**config.mk**
```make
export PLATFORM = sky130hd
export DESIGN_NAME = tx_frame_sink_flat
export DESIGN_NICKNAME = d
export VERILOG_FILES = /design/src/rtl/tx_pkg.sv /design/src/rtl/tx_frame_sink_if.sv /design/src/rtl/tx_fifo.sv /design/src/rtl/tx_frame_sink.sv /design/src/flat_wrapper.sv
export SDC_FILE = /design/constraint.sdc
export NUM_CORES = 1
export LEC_CHECK = 0
export ABC_AREA = 1
export CORE_MARGIN = 2
export CORE_UTILIZATION = 54
export CTS_CLUSTER_DIAMETER = 100
export CTS_CLUSTER_SIZE = 14
export DETAILED_ROUTE_END_ITERATION = 12
export DONT_BUFFER_PORTS = 1
export PLACE_DENSITY = 0.76
export SYNTH_ARGS = -nofsm -noshare
export SYNTH_HDL_FRONTEND = slang
export SYNTH_SLANG_ARGS = --single-unit
```
**constraint.sdc**
```tcl
create_clock -name clk -period 1.9 [get_ports clk]
set_input_delay 0.38 -clock clk [delete_from_list [all_inputs] [get_ports clk]]
set_output_delay 0.38 -clock clk [all_outputs]
set_load 0.05 [all_outputs]
```
**src/rtl/tx_pkg.sv**
```systemverilog
// Shared definitions for the tx character-channel frame sink.
//   TX_START / TX_STOP     : frame open / close markers on the 7-bit tx channel
//   TX_PRINT_LO / _HI      : printable character window used by the optional filter
//   tx_entry_t             : one FIFO entry, {last, data}
//   tx_state_e             : framing state (IDLE / FRAME)
package tx_pkg;

  localparam logic [6:0] TX_START    = 7'h00;
  localparam logic [6:0] TX_STOP     = 7'h7F;
  localparam logic [6:0] TX_PRINT_LO = 7'h20;
  localparam logic [6:0] TX_PRINT_HI = 7'h7E;

  typedef struct packed {
    logic       last;
    logic [6:0] data;
  } tx_entry_t;

  typedef enum logic {
    IDLE  = 1'b0,
    FRAME = 1'b1
  } tx_state_e;

  function automatic logic is_printable(input logic [6:0] c);
    return (c >= TX_PRINT_LO) && (c <= TX_PRINT_HI);
  endfunction

endpackage

```
**src/rtl/tx_frame_sink_if.sv**
```systemverilog
// Output stream of the frame sink: captured characters with end-of-frame marker.
//   out_data  : character at FIFO head (7'h00 on terminator entries)
//   out_last  : head entry is an end-of-frame terminator
//   out_valid : FIFO non-empty
//   out_ready : consumer accepts head when out_valid && out_ready
// master = the sink (drives the stream), slave = the consumer.
interface tx_frame_sink_if;

  logic [6:0] out_data;
  logic       out_last;
  logic       out_valid;
  logic       out_ready;

  modport master (output out_data, output out_last, output out_valid, input out_ready);
  modport slave  (input out_data, input out_last, input out_valid, output out_ready);

endinterface

```
**src/rtl/tx_fifo.sv**
```systemverilog
// Synchronous FIFO of tx_entry_t entries.
//   clk, reset_n : clock, asynchronous active-low reset (pointers only)
//   push, pop    : write / read requests; ignored when they cannot complete
//   din, dout    : write data / head entry (zero while empty)
//   full, empty  : occupancy flags
// Pointers carry one extra wrap bit: equal indices with differing wrap bits
// means full, fully equal pointers mean empty.
module tx_fifo
  import tx_pkg::*;
#(
  parameter int DEPTH = 16
) (
  input  logic      clk,
  input  logic      reset_n,
  input  logic      push,
  input  logic      pop,
  input  tx_entry_t din,
  output tx_entry_t dout,
  output logic      full,
  output logic      empty
);

  localparam int AW = $clog2(DEPTH);

  logic [AW:0] wr_q, wr_d;
  logic [AW:0] rd_q, rd_d;
  logic        do_push, do_pop;
  tx_entry_t   mem [DEPTH];

  assign empty = (wr_q == rd_q);
  assign full  = (wr_q[AW-1:0] == rd_q[AW-1:0]) && (wr_q[AW] != rd_q[AW]);

  // A pop in the same cycle frees the slot, so a full FIFO still accepts a push.
  always_comb begin
    do_pop  = pop && !empty;
    do_push = push && (!full || do_pop);
    wr_d    = do_push ? wr_q + 1'b1 : wr_q;
    rd_d    = do_pop  ? rd_q + 1'b1 : rd_q;
  end

  always_ff @(posedge clk or negedge reset_n) begin
    if (!reset_n) begin
      wr_q <= '0;
      rd_q <= '0;
    end else begin
      wr_q <= wr_d;
      rd_q <= rd_d;
    end
  end

  always_ff @(posedge clk) begin
    if (do_push) mem[wr_q[AW-1:0]] <= din;
  end

  // Storage is not reset; masking keeps the head at zero while empty.
  assign dout = empty ? '0 : mem[rd_q[AW-1:0]];

endmodule

```
**src/rtl/tx_frame_sink.sv**
```systemverilog
// Frame sink for the CPU's 7-bit tx character channel.
// Tracks 7'h00 (start) / 7'h7F (stop) markers, captures in-frame characters
// into a FIFO and presents them on a valid/ready stream with a terminator
// entry {last=1, data=0} at each frame end.
//   clk, reset_n : clock, asynchronous active-low reset
//   tx           : character channel, one event per rising edge
//   out_if       : output stream (master modport of tx_frame_sink_if)
//   in_frame     : registered framing state is FRAME
//   frames_done  : completed-frame count, wraps modulo 2^CNT_W
//   overflow     : sticky, a push was dropped on a full FIFO
// Optional build macro TX_PRINTABLE_FILTER_EN: when defined, in-frame
// characters outside 7'h20..7'h7E are discarded (terminators unaffected).
module tx_frame_sink
  import tx_pkg::*;
#(
  parameter int DEPTH = 16,
  parameter int CNT_W = 16
) (
  input  logic             clk,
  input  logic             reset_n,
  input  logic [6:0]       tx,
  tx_frame_sink_if.master  out_if,
  output logic             in_frame,
  output logic [CNT_W-1:0] frames_done,
  output logic             overflow
);

  tx_state_e        state_q, state_d;
  logic [CNT_W-1:0] frames_q, frames_d;
  logic             overflow_q, overflow_d;

  logic      push_req, frame_end, pop_fire;
  logic      fifo_full, fifo_empty;
  tx_entry_t push_entry, head;

  assign pop_fire = !fifo_empty && out_if.out_ready;

  always_comb begin
    state_d    = state_q;
    push_req   = 1'b0;
    push_entry = '0;
    frame_end  = 1'b0;
    case (state_q)
      IDLE: begin
        if (tx == TX_START) state_d = FRAME;
      end
      FRAME: begin
        if (tx == TX_STOP) begin
          push_req   = 1'b1;
          push_entry = '{last: 1'b1, data: 7'h00};
          frame_end  = 1'b1;
          state_d    = IDLE;
        end else if (tx != TX_START) begin
`ifdef TX_PRINTABLE_FILTER_EN
          push_req   = is_printable(tx);
`else
          push_req   = 1'b1;
`endif
          push_entry = '{last: 1'b0, data: tx};
        end
      end
      default: state_d = IDLE;
    endcase

    // A dropped terminator still counts as a completed frame.
    frames_d   = frames_q + {{(CNT_W-1){1'b0}}, frame_end};
    overflow_d = overflow_q || (push_req && fifo_full && !pop_fire);
  end

  always_ff @(posedge clk or negedge reset_n) begin
    if (!reset_n) begin
      state_q    <= IDLE;
      frames_q   <= '0;
      overflow_q <= 1'b0;
    end else begin
      state_q    <= state_d;
      frames_q   <= frames_d;
      overflow_q <= overflow_d;
    end
  end

  tx_fifo #(.DEPTH(DEPTH)) u_fifo (
    .clk     (clk),
    .reset_n (reset_n),
    .push    (push_req),
    .pop     (pop_fire),
    .din     (push_entry),
    .dout    (head),
    .full    (fifo_full),
    .empty   (fifo_empty)
  );

  assign out_if.out_valid = !fifo_empty;
  assign out_if.out_data  = head.data;
  assign out_if.out_last  = head.last;
  assign in_frame         = (state_q == FRAME);
  assign frames_done      = frames_q;
  assign overflow         = overflow_q;

endmodule

```
**src/flat_wrapper.sv**
```systemverilog
// flat-port wrapper written by rule: the top's interface ports become plain ports
module tx_frame_sink_flat import tx_pkg::*;
#(
  parameter int DEPTH = 16,
  parameter int CNT_W = 16
)
  (clk, reset_n, tx, in_frame, frames_done, overflow, out_if_out_data, out_if_out_last, out_if_out_valid, out_if_out_ready);
  tx_frame_sink_if out_if_i ();
  input  logic clk;
  input  logic reset_n;
  input  logic [6:0] tx;
  output logic in_frame;
  output logic [CNT_W-1:0] frames_done;
  output logic overflow;
  output wire logic [$bits(out_if_i.out_data)-1:0] out_if_out_data;
  output wire logic [$bits(out_if_i.out_last)-1:0] out_if_out_last;
  output wire logic [$bits(out_if_i.out_valid)-1:0] out_if_out_valid;
  input wire logic [$bits(out_if_i.out_ready)-1:0] out_if_out_ready;
  assign out_if_out_data = out_if_i.out_data;
  assign out_if_out_last = out_if_i.out_last;
  assign out_if_out_valid = out_if_i.out_valid;
  assign out_if_i.out_ready = out_if_out_ready;
  tx_frame_sink #(.DEPTH(DEPTH), .CNT_W(CNT_W)) u_core (.clk(clk), .reset_n(reset_n), .tx(tx), .out_if(out_if_i), .in_frame(in_frame), .frames_done(frames_done), .overflow(overflow));
endmodule
```
## After elaboration in Yosys (flattened, before gate mapping)

Memories as Yosys holds them, arrays and structs flattened.
Cells that the tools add are included.

| cells by class | value |
|---|---|
| add/sub/neg operators | 3 |
| multipliers | 0 |
| divide/modulo/power cells | 0 |
| magnitude comparators | 0 |
| equality and inequality tests | 4 |
| shift operators | 0 |
| mux-type cells | 14 |
| bitwise logic cells | 1 |
| reduce and logical (&&, ||, !) cells | 13 |

Operators by type and width:

| kind | count |
|---|---|
| two-way mux 8 bit | 3 |
| adder 16 x 1 -> 16 bit | 1 |
| adder 5 x 1 -> 5 bit (second input constant) | 2 |
| two-way mux 1 bit | 9 |
| == test 7 bit (second input constant) | 1 |
| zero test 7 bit | 1 |
| two-way mux 7 bit | 1 |
| nonzero test 7 bit | 1 |
| logical AND 1 bit | 6 |
| == test 5 bit | 1 |
| == test 4 bit | 1 |
| zero test 1 bit | 3 |
| logical OR 1 bit | 2 |
| one-hot mux 1 bit (2 select lines) | 1 |
| inequality test 1 bit | 1 |
| inverter 1 bit | 1 |

| storage, ports and cells | value |
|---|---|
| register bits | 28 |
| latch bits | 0 |
| RAM bits | 128 |
| memory bits (read-only) | 0 |
| input port bits | 10 |
| output and inout port bits | 27 |
| logic and storage cells | 41 |
| memories | 1 |

Memories:

| name | depth | width | rd ports | clocked after Yosys merged registers in | wr ports | RTL line | RTL |
|---|---|---|---|---|---|---|---|
| u_core.u_fifo.mem | 16 | 8 | 1 | 0 | 1 | tx_fifo.sv:28 | `tx_entry_t mem [DEPTH];` |

## Logic depth before layout (Yosys ltp)

Gate-level depths: netlist of the first run.

| depth | value |
|---|---|
| depth after elaboration | 8 |
| mapped depth | 12 |
| mapped depth without buffers | 12 |

## Hierarchy

Synthesis of the first run repeated with hierarchy kept, for this count alone.

| unflattened totals | value |
|---|---|
| cells, all modules | 786 |
| area total of the unflattened synthesis | 7293.2 µm² |

Modules (own cells, without submodules):

| module | times used | cells each | area an instance (µm²) | seq. area each (µm²) |
|---|---|---|---|---|
| tx_fifo | 1 | 656 | 6287.3 | 4093.9 |
| tx_frame_sink | 1 | 130 | 1006.0 | 450.4 |

## Worst setup path before layout of the first run

Ideal clock, no wire load.

| timing | value |
|---|---|
| path type | register -> register |
| from | reg u_core.state_q, in the netlist u_core.in_frame |
| to | reg u_core.frames_q[12], in the netlist u_core.frames_done[12] |
| arrival time | 2.249 ns |
| required time | 1.757 ns |
| setup slack | -0.492 ns |
| cell stages (with the launch flop) | 10 |
| period minus slack after synthesis | 2.392 ns |
| cell sequence | dfrtp_1 > inv_1 > nor2_1 > ha_1 > nand2_1 > nor2_1 > inv_1 > nor2_2 > nand3_1 > xnor2_1 |

| on the way | value |
|---|---|
| word-level cells in the longest chain between the ends | 2 |

Ends and longest elaborated chain:

| item | RTL line | RTL |
|---|---|---|
| from (decl) | tx_frame_sink.sv:28 | `tx_state_e state_q, state_d;` |
| from (signal assigned) | tx_frame_sink.sv:76 | `state_q <= state_d;` |
| two-way mux 1 bit | tx_frame_sink.sv:43 | `case (state_q)` |
| adder 16 x 1 -> 16 bit | tx_frame_sink.sv:66 | `frames_d = frames_q + {{(CNT_W-1){1'b0}}, frame_end};` |
| net u_core.frames_d[12] | tx_frame_sink.sv:29 | `logic [CNT_W-1:0] frames_q, frames_d;` |
| to (signal assigned) | tx_frame_sink.sv:77 | `frames_q <= frames_d;` |
| to (decl) | tx_frame_sink.sv:29 |  |

The timed path passes the listed nets, and every way through them passes these cells.
A chain may end at the register's enable or synchronous reset.

## Worst setup path in the final report of the first run

| timing | value |
|---|---|
| from | reg u_core.u_fifo.rd_q[0] |
| to | out out_if_out_last |

| on the way | value |
|---|---|
| word-level cells in the longest chain between the ends | 2 |

Ends and longest elaborated chain:

| item | RTL line | RTL |
|---|---|---|
| from (decl) | tx_fifo.sv:26 | `logic [AW:0] rd_q, rd_d;` |
| from (signal assigned) | tx_fifo.sv:47 | `rd_q <= rd_d;` |
| memory read (16 x 8 bit) / == test 5 bit (equally long branches) | - |  |
| two-way mux 8 bit (*) | tx_fifo.sv:56 | `assign dout = empty ? '0 : mem[rd_q[AW-1:0]];` |
| to (decl) | flat_wrapper.sv:16 | `output wire logic [$bits(out_if_i.out_last)-1:0] out_if_out_last;` |

Mark *: on every way between the ends. The rest lies on a longest branch, timed or not.

==> results of run 1 <==
## metrics by stage
stage,TNS [ns],worst slack (ns),hold slack (ns)
after floorplan,-10.50,-0.08092,0.08441
after global placement,-0.1135,-0.03414,0.08517
after detailed placement,-0.4343,-0.08847,0.08515
after CTS,-3.856,-0.4708,0.07713
after global routing,-10.63,-0.6354,0.08800
final,-4.170,-0.5553,0.08687
## metal layers
layer | up-vias | part of all wire [%] | GRT usage, %
li1 | 2539 | - | -
met1 | 2674 | 39 | 29.38
met2 | 297 | 50 | 41.63
met3 | 65 | 7.4 | 5.987
met4 | 0 | 3.5 | 11.32
met5 | - | 0 | 0
## cells by family (layout without fill, tap and decap cells)
group,Yosys count,in the layout,synth area share [%]
simple gates,410,410,23.55
flops,156,156,63.21
buf+inv,144,233,8.354
xor+xnor,23,23,2.802
compound gates,12,12,0.8702
fa+ha+maj,7,7,1.218
## area by class of cell
class | count | share of cell area (%)
Multi-Input combinational cell | 452 | 25.78
Tap cell | 176 | 2.348
Clock inverter | 14 | 2.588
Sequential cell | 156 | 48.50
Clock buffer | 18 | 4.575
Timing Repair Buffer | 83 | 11.18
Inverter | 118 | 5.029
## power by group
part	internal [mW]	switching (mW)	total (mW)
combinational	2.95	4.19	7.13
clock	2.47	1.38	3.85
sequential	4.01	0.208	4.21
## registers in the layout (all words and copies together) (netlist names)
signal              flops
u_core.u_fifo.rd_q      5
u_core.frames_done     16
u_core.in_frame         1
u_core.overflow         1
u_core.u_fifo.wr_q      5
u_core.u_fifo.mem     128
## worst paths after layout
kind / from / endpoint / slack (ns) / cells after the start
max: u_core.u_fifo.rd_q[0] / out_if_out_last / -0.56 / 9
min reg2reg: u_core.frames_done[4] / u_core.frames_done[4] / 0.54 / 1
max reg2reg: u_core.u_fifo.rd_q[0] / u_core.u_fifo.mem[4][6] / -0.01 / 8
max in group asynchronous: reset_n / u_core.in_frame / 1.35 / 2
min in group asynchronous: reset_n / u_core.frames_done[11] / 0.37 / 2
min: out_if_out_ready / u_core.u_fifo.rd_q[2] / 0.09 / 2
## timing repair
item	in CTS	in global routing
resized for setup	14	88
pin swaps	0	22
endpoints found under the hold margin	28	0
setup buffers	1	2
hold buffers	2	0
gates cloned	2	8
endpoints found under the setup margin	48	139
## cells in the final DEF (no fill, tap or decap), types with 13 or more instances in the layout
cell       netlist  final
buf_12           0     16
nand3_1         81     57
nand2_1        273    249
clkbuf_16        0     23
xor2_1          14     13
nor2_1          41     29
nand3_2          1     21
edfxtp_1       128    128
dfrtp_1         28     24
nand2_2          1     24
inv_1          114    102
buf_4            5     44
## worst register-to-register path: stages, from the launching register on
cell     delay [ns]
dfrtp_2        0.47
buf_12         0.19
xor2_2         0.17
nor2_2         0.07
buf_4          0.15
nand3_4        0.10
nand2_8        0.12
nor2_1         0.17
buf_6          0.18
==> results.tsv, run 1 <==
metric	value	unit
status	complete, but fails checks	
violations	negative setup slack	
wire_per_inst	18.38	um
drt-pass1-iter-count	7	
cts_tree	built	
antenna_found_initial	0	
drcViolationCount	0	
ys_ff_latch	156	
setup_violations	13	
dp.cells	970	
post-route-period-util	129.2	%
synth_async_sr_flop_share	17.95	%
syn_area	0.007189	mm2
crit_chain	inv_8 > buf_12 > nand2_1 > nand2_1 > nand2_1 > nand3_2 > nand3_2 > a21oi_4 > buf_12	
tightest_slew	1.019	ns
crit_buf_inv	3	
start_util	54.72	%
leakage	4.192	nW
io_buffers	0	
synth_largest_area_cell	edfxtp_1	
final_core_util	71.40	%
min_period	2.455	ns
synth_flop_cell	edfxtp_1	
place_area	0.008058	mm2
grt_pass1_wl	26080	um
final_antenna_net_count	0	
finalNetCount	845	
yosys_warnings	0	
final_area	0.009380	mm2
power	15.20	mW
avgSynthCellArea	9.560	um2
final-seq-area	0.004549	mm2
max_freq	407.3	MHz
cts_sinks	156	
num_rows	42	
dp.final_hpwl	10470	um
netlist_top_cells_count	nand2_1 (273), edfxtp_1 (128), inv_1 (114)	
die_h	119.4	um
gp_congestion	0.8696	
grt_use_total	24.44	%
maxSlewViolCount	0	
synth.top_cell.area_share	53.46	%
hold_path_class	input pin to flop	
synth_edf_count	128	
crit_path_frequent_cell	nand2_1	
fp.dieArea	0.01425	mm2
grt_max_degree	29	
syn2layout_area_growth	30.47	%
hold_violations	0	
multi_input_area	0.002419	mm2
synth_cell_types	25	
startpoint_type	flop	
grt_pass1_vias	5248	
grt_overflow	0	
crit_fanout	13	
synth.most_common_cell	nand2_1	
skew	0.009096	ns
clk_latency	0.43	ns
syn_nets	769	
maxCapViolCount	0	
cts_max_level	4	
drive_gt1_share	24.85	%
cts_root_buffer	clkbuf_16	
vias	5575	
required	1.52	ns
wirelength	18690	um
max_stage_delay	0.48	ns
ir_worst_vdd	0.0006968	V
critPathKind	flop to output pin	
cp.arrival	2.08	ns
critPathSlowestCell	dfrtp_2	
seq_area_frac_synth	63.21	%
finalNonFillerCells	1017	
synthCells	752	
fillers	834	
io-pin-count	37	
cts_buffers	17	
vias_per_cell	5.482	
critical-path-top-delay-family	simple AND/OR/NAND/NOR gates	
clkSlewWorstSetupHoldPaths	0.06	ns
core_area	0.01314	mm2
endpoint_kind	output pin	
rsz0062_at_grt	true	
die_width	119.4	um
drtIter0Drc	739	
fin_ws	-0.5553	ns
relSlewSlack	31.79	%
n_antenna_cell	0	
clockBufferDepth	2	
pwr_density_cell	1620	mW/mm2
yosys-top-cells-area	edfxtp_1 (53%), nand2_1 (14%), dfrtp_1 (9.7%), inv_1 (6.0%), nand3_1 (5.6%)	
(Power assumes the default switching activity.)
==> inputs of run 2 (changes only) <==
--- a/config.mk
+++ b/config.mk
@@ -5,14 +5,15 @@
 export SDC_FILE = /design/constraint.sdc
 export NUM_CORES = 1
 export LEC_CHECK = 0
-export ABC_AREA = 1
+export ABC_AREA = 0
 export CORE_MARGIN = 2
-export CORE_UTILIZATION = 54
+export CORE_UTILIZATION = 30
 export CTS_CLUSTER_DIAMETER = 100
 export CTS_CLUSTER_SIZE = 14
 export DETAILED_ROUTE_END_ITERATION = 12
 export DONT_BUFFER_PORTS = 1
-export PLACE_DENSITY = 0.76
+export GPL_ROUTABILITY_DRIVEN = 0
+export PLACE_DENSITY = 0.49
 export SYNTH_ARGS = -nofsm -noshare
 export SYNTH_HDL_FRONTEND = slang
 export SYNTH_SLANG_ARGS = --single-unit
==> run 2 against run 1 <==
- the run still ends with negative setup slack left
- utilization shrank 31 points
- clock skew grew 0.0044 ns
- worst setup slack lost 0.077 ns
- combinational power shrank 26%
- clock power shrank 14%
- first-iteration DRC count shrank 70%
- synthesized cell count shrank 54%
- largest cell class unchanged
- largest power group unchanged
==> results.tsv, run 2 <==
metric	value	unit
final_core_util	40.20	%
syn_nets	364	
crit_chain	buf_12 > mux4_2 > a22oi_2 > buf_4 > a21oi_2 > buf_6	
cts_tree	built	
critPathSlowestCell	mux4_2	
min_period	2.532	ns
setup_tns	-15.87	ns
largest_register_ffs	128	
die_h	149.8	um
place_area	0.007586	mm2
rsz0062_at_grt	true	
hold_violations	0	
violations	negative setup slack	
dp.cells	687	
final_antenna_net_count	0	
finalNetCount	461	
avgSynthCellArea	18.39	um2
required	1.52	ns
synth.top_cell.area_share	60.25	%
maxSlewViolCount	0	
drtIter0Drc	223	
vias_per_cell	4.642	
yosys-top-cells-area	edfxtp_1 (60%), mux4_2 (11%), dfrtp_1 (11%), xor2_1 (2.1%), a22oi_1 (1.9%)	
cp.arrival	2.15	ns
max_freq	394.9	MHz
fp.dieArea	0.02245	mm2
grt_max_degree	29	
synth_edf_count	128	
start_util	30.45	%
pwr_density_cell	1519	mW/mm2
final_common_cell	edfxtp_1	
cts_max_level	4	
num_rows	53	
synth_flop_cell	edfxtp_1	
met2_usage	22.10	%
drt-pass1-iter-count	4	
seq_area_frac_synth	71.23	%
crit_buf_inv	3	
final_area	0.008424	mm2
synth_async_sr_flop_share	17.95	%
endpoint_kind	output pin	
n_antenna_cell	0	
wirelength	14020	um
antenna_found_initial	0	
crit_fanout	17	
grt_pass1_wl	21800	um
leakage	3.066	nW
yosys_warnings	0	
hold_path_class	input pin to flop	
fin_ws	-0.6321	ns
synth_cell_types	34	
wire_per_inst	19.15	um
clkSlewWorstSetupHoldPaths	0.07	ns
tightest_slew	0.5570	ns
setup_violations	139	
vias	3398	
drive_gt1_share	46.17	%
busiest_layer	met2	
cts_sinks	156	
relSlewSlack	62.87	%
post-route-period-util	133.3	%
io-pin-count	37	
ys_ff_latch	156	
critical-path-top-delay-family	multiplexers	
grt_use_total	13.44	%
met3_usage	3.384	%
finalNonFillerCells	732	
cts_buffers	17	
syn_area	0.006380	mm2
core_area	0.02096	mm2
startpoint_type	flop	
final_cell_mix	edfxtp_1 (128), buf_4 (64), mux4_2 (32)	
synth_largest_area_cell	edfxtp_1	
skew	0.01348	ns
maxCapViolCount	0	
cts_root_buffer	clkbuf_16	
ir_worst_vdd	0.0008333	V
synth.most_common_cell	edfxtp_1	
grt.met1_usage	17.63	%
drcViolationCount	0	
grt_overflow	0	
io_buffers	0	
max_stage_delay	0.53	ns
die_width	149.8	um
clk_latency	0.43	ns
grt_pass1_vias	3718	
dp.final_hpwl	9463	um
netlist_top_cells_count	edfxtp_1 (128), mux4_2 (32), dfrtp_1 (28)	
status	complete, but fails checks	
clockBufferDepth	2	
critPathKind	flop to output pin	
syn2layout_area_growth	32.05	%
synthCells	347	
## run 2: changes by cell type after synthesis, moves of 4 or more
cell | before | now
nor2b_1 | 0 | 5
inv_1 | 114 | 4
a22oi_1 | 0 | 16
nor2_1 | 41 | 8
mux4_2 | 0 | 32
buf_4 | 5 | 0
nand3_1 | 81 | 5
nand2_1 | 273 | 8
nor3_1 | 4 | 0
and4_1 | 0 | 4
buf_2 | 9 | 5
and3_1 | 0 | 14
and2_1 | 0 | 14
## run 2: logic make-up (layout without fill, tap and decap cells)
| group | Yosys count | in the layout | share of synthesized area, % |
|---|---|---|---|
| flip-flops | 156 | 156 | 71.23 |
| AND/OR/NAND/NOR | 69 | 69 | 6.472 |
| AO/OA/AOI/OAI | 34 | 34 | 3.667 |
| multiplexers | 34 | 34 | 11.71 |
| XOR/XNOR | 28 | 28 | 3.962 |
| buffers and inverters | 19 | 129 | 1.588 |
| adder cells (fa/ha/maj) | 7 | 7 | 1.373 |
## run 2: power breakdown
group / internal (mW) / switching (mW) / total, mW
clock: 1.85 / 1.45 / 3.31
sequential: 4.03 / 0.185 / 4.21
combinational: 2.46 / 2.82 / 5.28
## run 2: per-layer routing
metal	part of all wire, %	up-vias
met3	2.7	12
met4	1.1	0
met2	51	47
met5	0	-
li1	-	1570
met1	45	1769
## run 2: worst min-delay path: cells and delay by family
kind            cells  cell delay, ns
xor+xnor            1            0.13
simple gates        1            0.04
compound gates      1            0.04
## run 2: what timing repair did
| action | 4_1_cts | 5_1_grt |
|---|---|---|
| resized for setup | 43 | 3 |
| gates cloned | 1 | 0 |
| hold buffers | 2 | 0 |
| hold endpoints to repair | 28 | 0 |
| setup buffers | 13 | 2 |
| setup endpoints to repair | 139 | 143 |
| pin swaps | 9 | 3 |
## run 2: final cells by class
class                           count  area (um2)
Timing Repair Buffer               93       937.1
Fill cell                        1938       12530
Clock buffer                       18       429.2
Inverter                            4       18.77
Multi-Input combinational cell    172        1999
Tap cell                          275       344.1
Sequential cell                   156        4547
Clock inverter                     14       148.9
## run 2: stage by stage
stage          hold WS, ns  worst slack, ns  total power, mW
6_report            0.2094          -0.6321            12.80
5_1_grt             0.2038          -0.7284            13.41
4_1_cts             0.1969          -0.6946            12.95
3_5_place_dp       0.08549          -0.3293            9.045
3_3_place_gp       0.08552          -0.3190            9.002
2_1_floorplan      0.08441          -0.2367            7.294
## run 2: final timing paths
path,startpoint,end,slack (ns),depth (start not counted)
setup / recovery,u_core.u_fifo.rd_q[0],out_if_out_last,-0.63,6
hold / removal,out_if_out_ready,u_core.u_fifo.rd_q[2],0.21,3
setup reg to reg,u_core.u_fifo.rd_q[0],u_core.u_fifo.wr_q[1],-0.19,10
hold reg to reg,u_core.u_fifo.wr_q[4],u_core.u_fifo.wr_q[4],0.50,1
max in group asynchronous,reset_n,u_core.in_frame,1.34,2
min in group asynchronous,reset_n,u_core.frames_done[8],0.38,2
